$ cat src/rtl/acq_sequencer.sv
// ---------------------------------------------------------------------------
// acq_sequencer
//
// Command-driven acquisition controller between the UART receiver, the ADC
// sample stream, the waveform buffer and the UART transmitter.
//
// An 'A' (0x41) command arms a capture of SAMPLES ADC samples into the
// buffer. The block then requests serial readout and waits for the
// transmitter to finish. It then counts the waveform and holds off for
// HOLDOFF cycles before another capture may be armed. 'S' (0x53) aborts a
// capture in progress.
//
// Optional feature (compile-time macro ACQ_CONTINUOUS_EN):
//   When defined, 'C' (0x43) arms like 'A' and also sets a continuous flag.
//   While the flag is set, the block re-enters CAPTURE directly when HOLDOFF
//   expires. 'S' or reset clears the flag.
//   When undefined, 'C' is ignored, and HOLDOFF always returns to IDLE.
//
// Parameters:
//   SAMPLES  samples per waveform, must equal 2**ADDR_W
//   ADDR_W   buffer address width
//   HOLDOFF  cycles spent in HOLDOFF after readout (>= 1)
//
// Ports:
//   clk        system clock, rising edge
//   reset      synchronous active-high reset
//   cmd_valid  one-cycle strobe qualifying cmd_byte
//   cmd_byte   received command byte
//   adc_valid  one-cycle strobe per ADC sample
//   tx_done    one-cycle strobe, waveform transmission complete
//   acquire    low while capturing
//   wr_en      buffer write strobe
//   wr_addr    buffer write address
//   tx_start   one-cycle readout request
//   wavenum    count of completed waveforms (wraps at 16 bits)
//   busy       high in any state except IDLE
// ---------------------------------------------------------------------------
module acq_sequencer #(
    parameter int SAMPLES = 1024,
    parameter int ADDR_W  = 10,
    parameter int HOLDOFF = 18040
) (
    input  logic              clk,
    input  logic              reset,
    input  logic              cmd_valid,
    input  logic [7:0]        cmd_byte,
    input  logic              adc_valid,
    input  logic              tx_done,
    output logic              acquire,
    output logic              wr_en,
    output logic [ADDR_W-1:0] wr_addr,
    output logic              tx_start,
    output logic [15:0]       wavenum,
    output logic              busy
);

    typedef enum logic [1:0] {
        ST_IDLE,
        ST_CAPTURE,
        ST_READOUT,
        ST_HOLDOFF
    } state_t;

    localparam int                HOLD_W    = (HOLDOFF > 1) ? $clog2(HOLDOFF) : 1;
    localparam logic [ADDR_W-1:0] LAST_ADDR = ADDR_W'(SAMPLES - 1);
    localparam logic [HOLD_W-1:0] HOLD_LAST = HOLD_W'(HOLDOFF - 1);
    localparam logic [7:0]        CMD_ARM   = 8'h41;
    localparam logic [7:0]        CMD_STOP  = 8'h53;
`ifdef ACQ_CONTINUOUS_EN
    localparam logic [7:0]        CMD_CONT  = 8'h43;
`endif

    state_t            state_q, state_d;
    logic [ADDR_W-1:0] sample_cnt_q, sample_cnt_d;
    logic [HOLD_W-1:0] hold_cnt_q, hold_cnt_d;
    logic              start_pend_q, start_pend_d;
    logic              acquire_q, acquire_d;
    logic              wr_en_q, wr_en_d;
    logic [ADDR_W-1:0] wr_addr_q, wr_addr_d;
    logic              tx_start_q, tx_start_d;
    logic [15:0]       wavenum_q, wavenum_d;
    logic              busy_q, busy_d;
`ifdef ACQ_CONTINUOUS_EN
    logic              cont_q, cont_d;
`endif

    logic cmd_arm;
    logic cmd_stop;
    logic cmd_cont;
    logic rearm;

    // Command decode and the decision whether an expiring holdoff goes
    // straight back into a capture. A coincident 'S' takes priority.
    always_comb begin
        cmd_arm  = cmd_valid && (cmd_byte == CMD_ARM);
        cmd_stop = cmd_valid && (cmd_byte == CMD_STOP);
`ifdef ACQ_CONTINUOUS_EN
        cmd_cont = cmd_valid && (cmd_byte == CMD_CONT);
        rearm    = cont_q && !cmd_stop;
`else
        cmd_cont = 1'b0;
        rearm    = 1'b0;
`endif
    end

    // Next-state and next-output logic. The outputs are derived from the
    // next state, so they change on the same edge as the state register.
    // tx_start is delayed through start_pend so that it lands one cycle
    // after READOUT is entered.
    always_comb begin
        state_d      = state_q;
        sample_cnt_d = sample_cnt_q;
        hold_cnt_d   = hold_cnt_q;
        start_pend_d = 1'b0;
        wr_en_d      = 1'b0;
        wr_addr_d    = wr_addr_q;
        tx_start_d   = start_pend_q;
        wavenum_d    = wavenum_q;

        case (state_q)
            ST_IDLE: begin
                if (cmd_arm || cmd_cont) begin
                    state_d      = ST_CAPTURE;
                    sample_cnt_d = '0;
                end
            end
            ST_CAPTURE: begin
                if (cmd_stop) begin
                    state_d = ST_IDLE;
                end else if (adc_valid) begin
                    wr_en_d      = 1'b1;
                    wr_addr_d    = sample_cnt_q;
                    sample_cnt_d = sample_cnt_q + ADDR_W'(1);
                    if (sample_cnt_q == LAST_ADDR) begin
                        state_d      = ST_READOUT;
                        start_pend_d = 1'b1;
                    end
                end
            end
            ST_READOUT: begin
                if (tx_done) begin
                    state_d    = ST_HOLDOFF;
                    wavenum_d  = wavenum_q + 16'd1;
                    hold_cnt_d = '0;
                end
            end
            ST_HOLDOFF: begin
                if (hold_cnt_q == HOLD_LAST) begin
                    if (rearm) begin
                        state_d      = ST_CAPTURE;
                        sample_cnt_d = '0;
                    end else begin
                        state_d = ST_IDLE;
                    end
                end else begin
                    hold_cnt_d = hold_cnt_q + HOLD_W'(1);
                end
            end
            default: state_d = ST_IDLE;
        endcase

        acquire_d = (state_d != ST_CAPTURE);
        busy_d    = (state_d != ST_IDLE);
    end

`ifdef ACQ_CONTINUOUS_EN
    // The continuous flag is set only by 'C' accepted in IDLE, and any 'S'
    // clears it regardless of the state.
    always_comb begin
        cont_d = cont_q;
        if (cmd_stop) begin
            cont_d = 1'b0;
        end else if ((state_q == ST_IDLE) && cmd_cont) begin
            cont_d = 1'b1;
        end
    end
`endif

    // State and registered outputs. Reset also drops a pending tx_start.
    always_ff @(posedge clk) begin
        if (reset) begin
            state_q      <= ST_IDLE;
            sample_cnt_q <= '0;
            hold_cnt_q   <= '0;
            start_pend_q <= 1'b0;
            acquire_q    <= 1'b1;
            wr_en_q      <= 1'b0;
            wr_addr_q    <= '0;
            tx_start_q   <= 1'b0;
            wavenum_q    <= 16'd0;
            busy_q       <= 1'b0;
`ifdef ACQ_CONTINUOUS_EN
            cont_q       <= 1'b0;
`endif
        end else begin
            state_q      <= state_d;
            sample_cnt_q <= sample_cnt_d;
            hold_cnt_q   <= hold_cnt_d;
            start_pend_q <= start_pend_d;
            acquire_q    <= acquire_d;
            wr_en_q      <= wr_en_d;
            wr_addr_q    <= wr_addr_d;
            tx_start_q   <= tx_start_d;
            wavenum_q    <= wavenum_d;
            busy_q       <= busy_d;
`ifdef ACQ_CONTINUOUS_EN
            cont_q       <= cont_d;
`endif
        end
    end

    assign acquire  = acquire_q;
    assign wr_en    = wr_en_q;
    assign wr_addr  = wr_addr_q;
    assign tx_start = tx_start_q;
    assign wavenum  = wavenum_q;
    assign busy     = busy_q;

endmodule
$ cat config.mk
export PLATFORM = sky130hd
export DESIGN_NAME = acq_sequencer
export DESIGN_NICKNAME = d
export VERILOG_FILES = /design/src/rtl/acq_sequencer.sv
export SDC_FILE = /design/constraint.sdc
export NUM_CORES = 1
export LEC_CHECK = 0
export CORE_MARGIN = 2
export CORE_UTILIZATION = 45
export CTS_CLUSTER_SIZE = 8
export DETAILED_ROUTE_END_ITERATION = 6
export MAX_ROUTING_LAYER = met4
export PLACE_DENSITY_LB_ADDON = 0.12
export SKIP_CTS_REPAIR_TIMING = 1
export SYNTH_ARGS = -nofsm -noshare
export SYNTH_HDL_FRONTEND = slang
export SYNTH_SLANG_ARGS = --single-unit
$ cat constraint.sdc
create_clock -name clk -period 2.4 [get_ports clk]
set_clock_uncertainty 0.05 [all_clocks]
set_input_delay 0.48 -clock clk [delete_from_list [all_inputs] [get_ports clk]]
set_output_delay 0.48 -clock clk [all_outputs]
set_load 0.01 [all_outputs]
==> results of run 1 <==
registers in the layout, summed over array words and instances (netlist names):
signal,cells
busy,1
state_q,2
start_pend_q,1
sample_cnt_q,10
hold_cnt_q,15
acquire,1
wr_en,1
tx_start,1
wavenum,16
wr_addr,10
Yosys cell counts (3+ instances only):
| master | instances |
|---|---|
| a21oi_1 | 27 |
| and2_1 | 3 |
| and3_1 | 5 |
| and4_1 | 3 |
| clkbuf_1 | 13 |
| dfxtp_1 | 58 |
| ha_1 | 3 |
| inv_1 | 6 |
| mux2i_1 | 13 |
| nand2_1 | 14 |
| nand3_1 | 15 |
| nand3b_1 | 3 |
| nand4_1 | 16 |
| nor2_1 | 25 |
| nor2b_1 | 3 |
| nor3_1 | 7 |
| nor4_1 | 5 |
| o21ai_0 | 9 |
| o31ai_1 | 16 |
| or3_1 | 7 |
| or4_1 | 18 |
| xor2_1 | 8 |
final timing paths:
check / start / slack (ns) / cells past startpoint / end
worst max-delay path: cmd_byte[6] / 0.10 / 5 / sample_cnt_q[9]
worst min-delay path: start_pend_q / 0.41 / 1 / tx_start
worst max register to register: hold_cnt_q[12] / 0.18 / 4 / acquire
worst min register to register: start_pend_q / 0.41 / 1 / tx_start
layer usage:
layer,global-route usage,share of wire,vias to the layer above
li1,-,-,1326
met1,0.2667,0.46,1253
met2,0.3492,0.48,55
met3,0.04022,0.031,17
met4,0.1167,0.029,0
met5,-,0,-
report_power, final:
group | leakage [nW] | total, mW | switching [mW] | internal, mW
registers | 0.467 | 0.963 | 0.000126 | 0.962
clock network | 0.0986 | 0.928 | 0.393 | 0.534
logic | 0.691 | 0.0654 | 0.0324 | 0.0330
total | 1.26 | 1.96 | 0.426 | 1.53
kinds of logic (layout without fill, tap and decap cells):
group / after synthesis / count (layout)
flip-flops: 58 / 58
buffers and inverters: 23 / 95
AND/OR/NAND/NOR: 140 / 140
AO/OA/AOI/OAI: 64 / 65
XOR/XNOR: 10 / 10
multiplexers: 14 / 14
adder cells (fa/ha/maj): 3 / 3
critical path, stage by stage:
cell             delay [ns]
clkdlybuf4s50_1        0.46
or4bb_1                0.57
o31a_2                 0.39
or4b_1                 0.48
a21oi_1                0.14
area by class of cell:
cell class | instances | area [um2]
Sequential cell | 58 | 1161
Clock buffer | 12 | 155.1
Multi-Input combinational cell | 232 | 1534
Fill cell | 526 | 2238
Timing Repair Buffer | 73 | 665.6
Clock inverter | 4 | 50.05
Inverter | 6 | 22.52
Tap cell | 75 | 93.84
==> results.toml, run 1 <==
[floorplan]
core_um2 = 5921
num_rows = 28
die_w_um = 82.21
initial_utilization = 0.4649
dieHeight_um = 82.21
dieArea_um2 = 6758
io_pins = 43

[sta]
hold_violations = 0
worst_slack_ns = 0.1004
slew-limit-headroom = 0.6864
max_freq_mhz = 434.9
whs_ns = 0.4101
period_needed_ns = 2.300
grt_setup_unrepaired = "false"
report.final.slew_viol_count = 0
finalSetupViolCount = 0
tightest_slew_ns = 0.4668
fin_setup_tns_ns = 0
fin_crit_sh = 0.9582

[cts]
clkSinkCount = 58
cts_buffer_depth = 2
clock_latency_ns = 0.34
tritoncts = "done"
numCtsBuffers = 9
cts_max_level = 3
clk_pin_slew_ns = 0.06
root_buffer = "clkbuf_8"

[drt]
drcViolationCount = 0
drtAntennaViolNets = 0
drt-pass1-iter-count = 4
wl_mm = 6.689
drt-wirelength-per-cell_um = 14.54
avgViaCountPerCell = 5.763
drt-initial-drc-count = 116
vias = 2651

[logic_synthesis]
avgSynthCellArea_um2 = 8.823
synthXorXnorAreaFrac = 0.03182
synth_area_leader_cell = "dfxtp_1"
synth_area_um2 = 2753
yosys.area_share.simple = 0.3018
synth-compound-area-share = 0.1473
synthArstFlopShare = 0
synth_adder_area_share = 0.01364
syn_inst = 312
ys.flop_type = "dfxtp_1"
ys_types = 47
synth-edff-count = 0
synth_nets = 328
ys_warn_count = 0
synthMuxAreaShare = 0.05136
synth_top_family_by_area = "simple AND/OR/NAND/NOR gates"
ys_seq_area_frac = 0.4218
yosys-top-cells-area = "dfxtp_1 (42%), a21oi_1 (4.9%), or4_1 (4.9%)"
yosys.area.top_type_share = 0.4218
synth-seq-cells = 58

[finish]
nNetsFinal = 396
areaGrowthSynthToFinish_pct = 33.77
diodes = 0
post-route-util = 0.6219
final_common_cell = "dfxtp_1"
design_area_um2 = 3682
layout-drive-gt1-share = 0.1558
layout_common_cells = "dfxtp_1 (58), clkdlybuf4s50_1 (42), buf_4 (30)"
stdcell_count = 460

[grt]
grt.overflow.total = 0
grt_max_degree = 29
grt_antenna_before_repair = 0
grt_pass1_wl_mm = 11.11
grt_pass1_vias = 2439
grt.total_usage = 0.2205

[hold_path]
hold_class = "flip-flop to flip-flop"

[power_and_ir_drop]
p_leak_nw = 1.256
p_total_mw = 1.956
power_density_nw_per_um2 = 531.1
ir_worst_vdd_mv = 0.3210

[status]
outcome = "complete, no violations"

[setup_path]
crit_type = "input pin to flip-flop"
cp-end-kind = "flip-flop"
critPathArrivalTime_ns = 2.52
critPathMaxFanout = 7
cp-start-kind = "input pin"
required_ns = 2.62

[placement]
hpwlAfterDp_mm = 4.663
place_ws_ns = -0.3459
portBuffers = 42
place_area_um2 = 3446
dp_cells = 443
gp_congestion = 0.8875

[run]
drv_cap = 0
No activity file was read; power rests on OpenSTA's default activity.
==> run 2, diff against run 1 <==
--- a/constraint.sdc
+++ b/constraint.sdc
@@ -3,3 +3,3 @@
 set_input_delay 0.48 -clock clk [delete_from_list [all_inputs] [get_ports clk]]
 set_output_delay 0.48 -clock clk [all_outputs]
-set_load 0.01 [all_outputs]
+set_load 0.005 [all_outputs]
==> results of run 2 <==
The final DEF is identical to that of run 1. Status: complete, no violations.
==> run 3, diff against run 2 <==
SKIP_CTS_REPAIR_TIMING = not set   (was 1)
==> results of run 3 <==
The final DEF is identical to that of run 1. Status: complete, no violations.
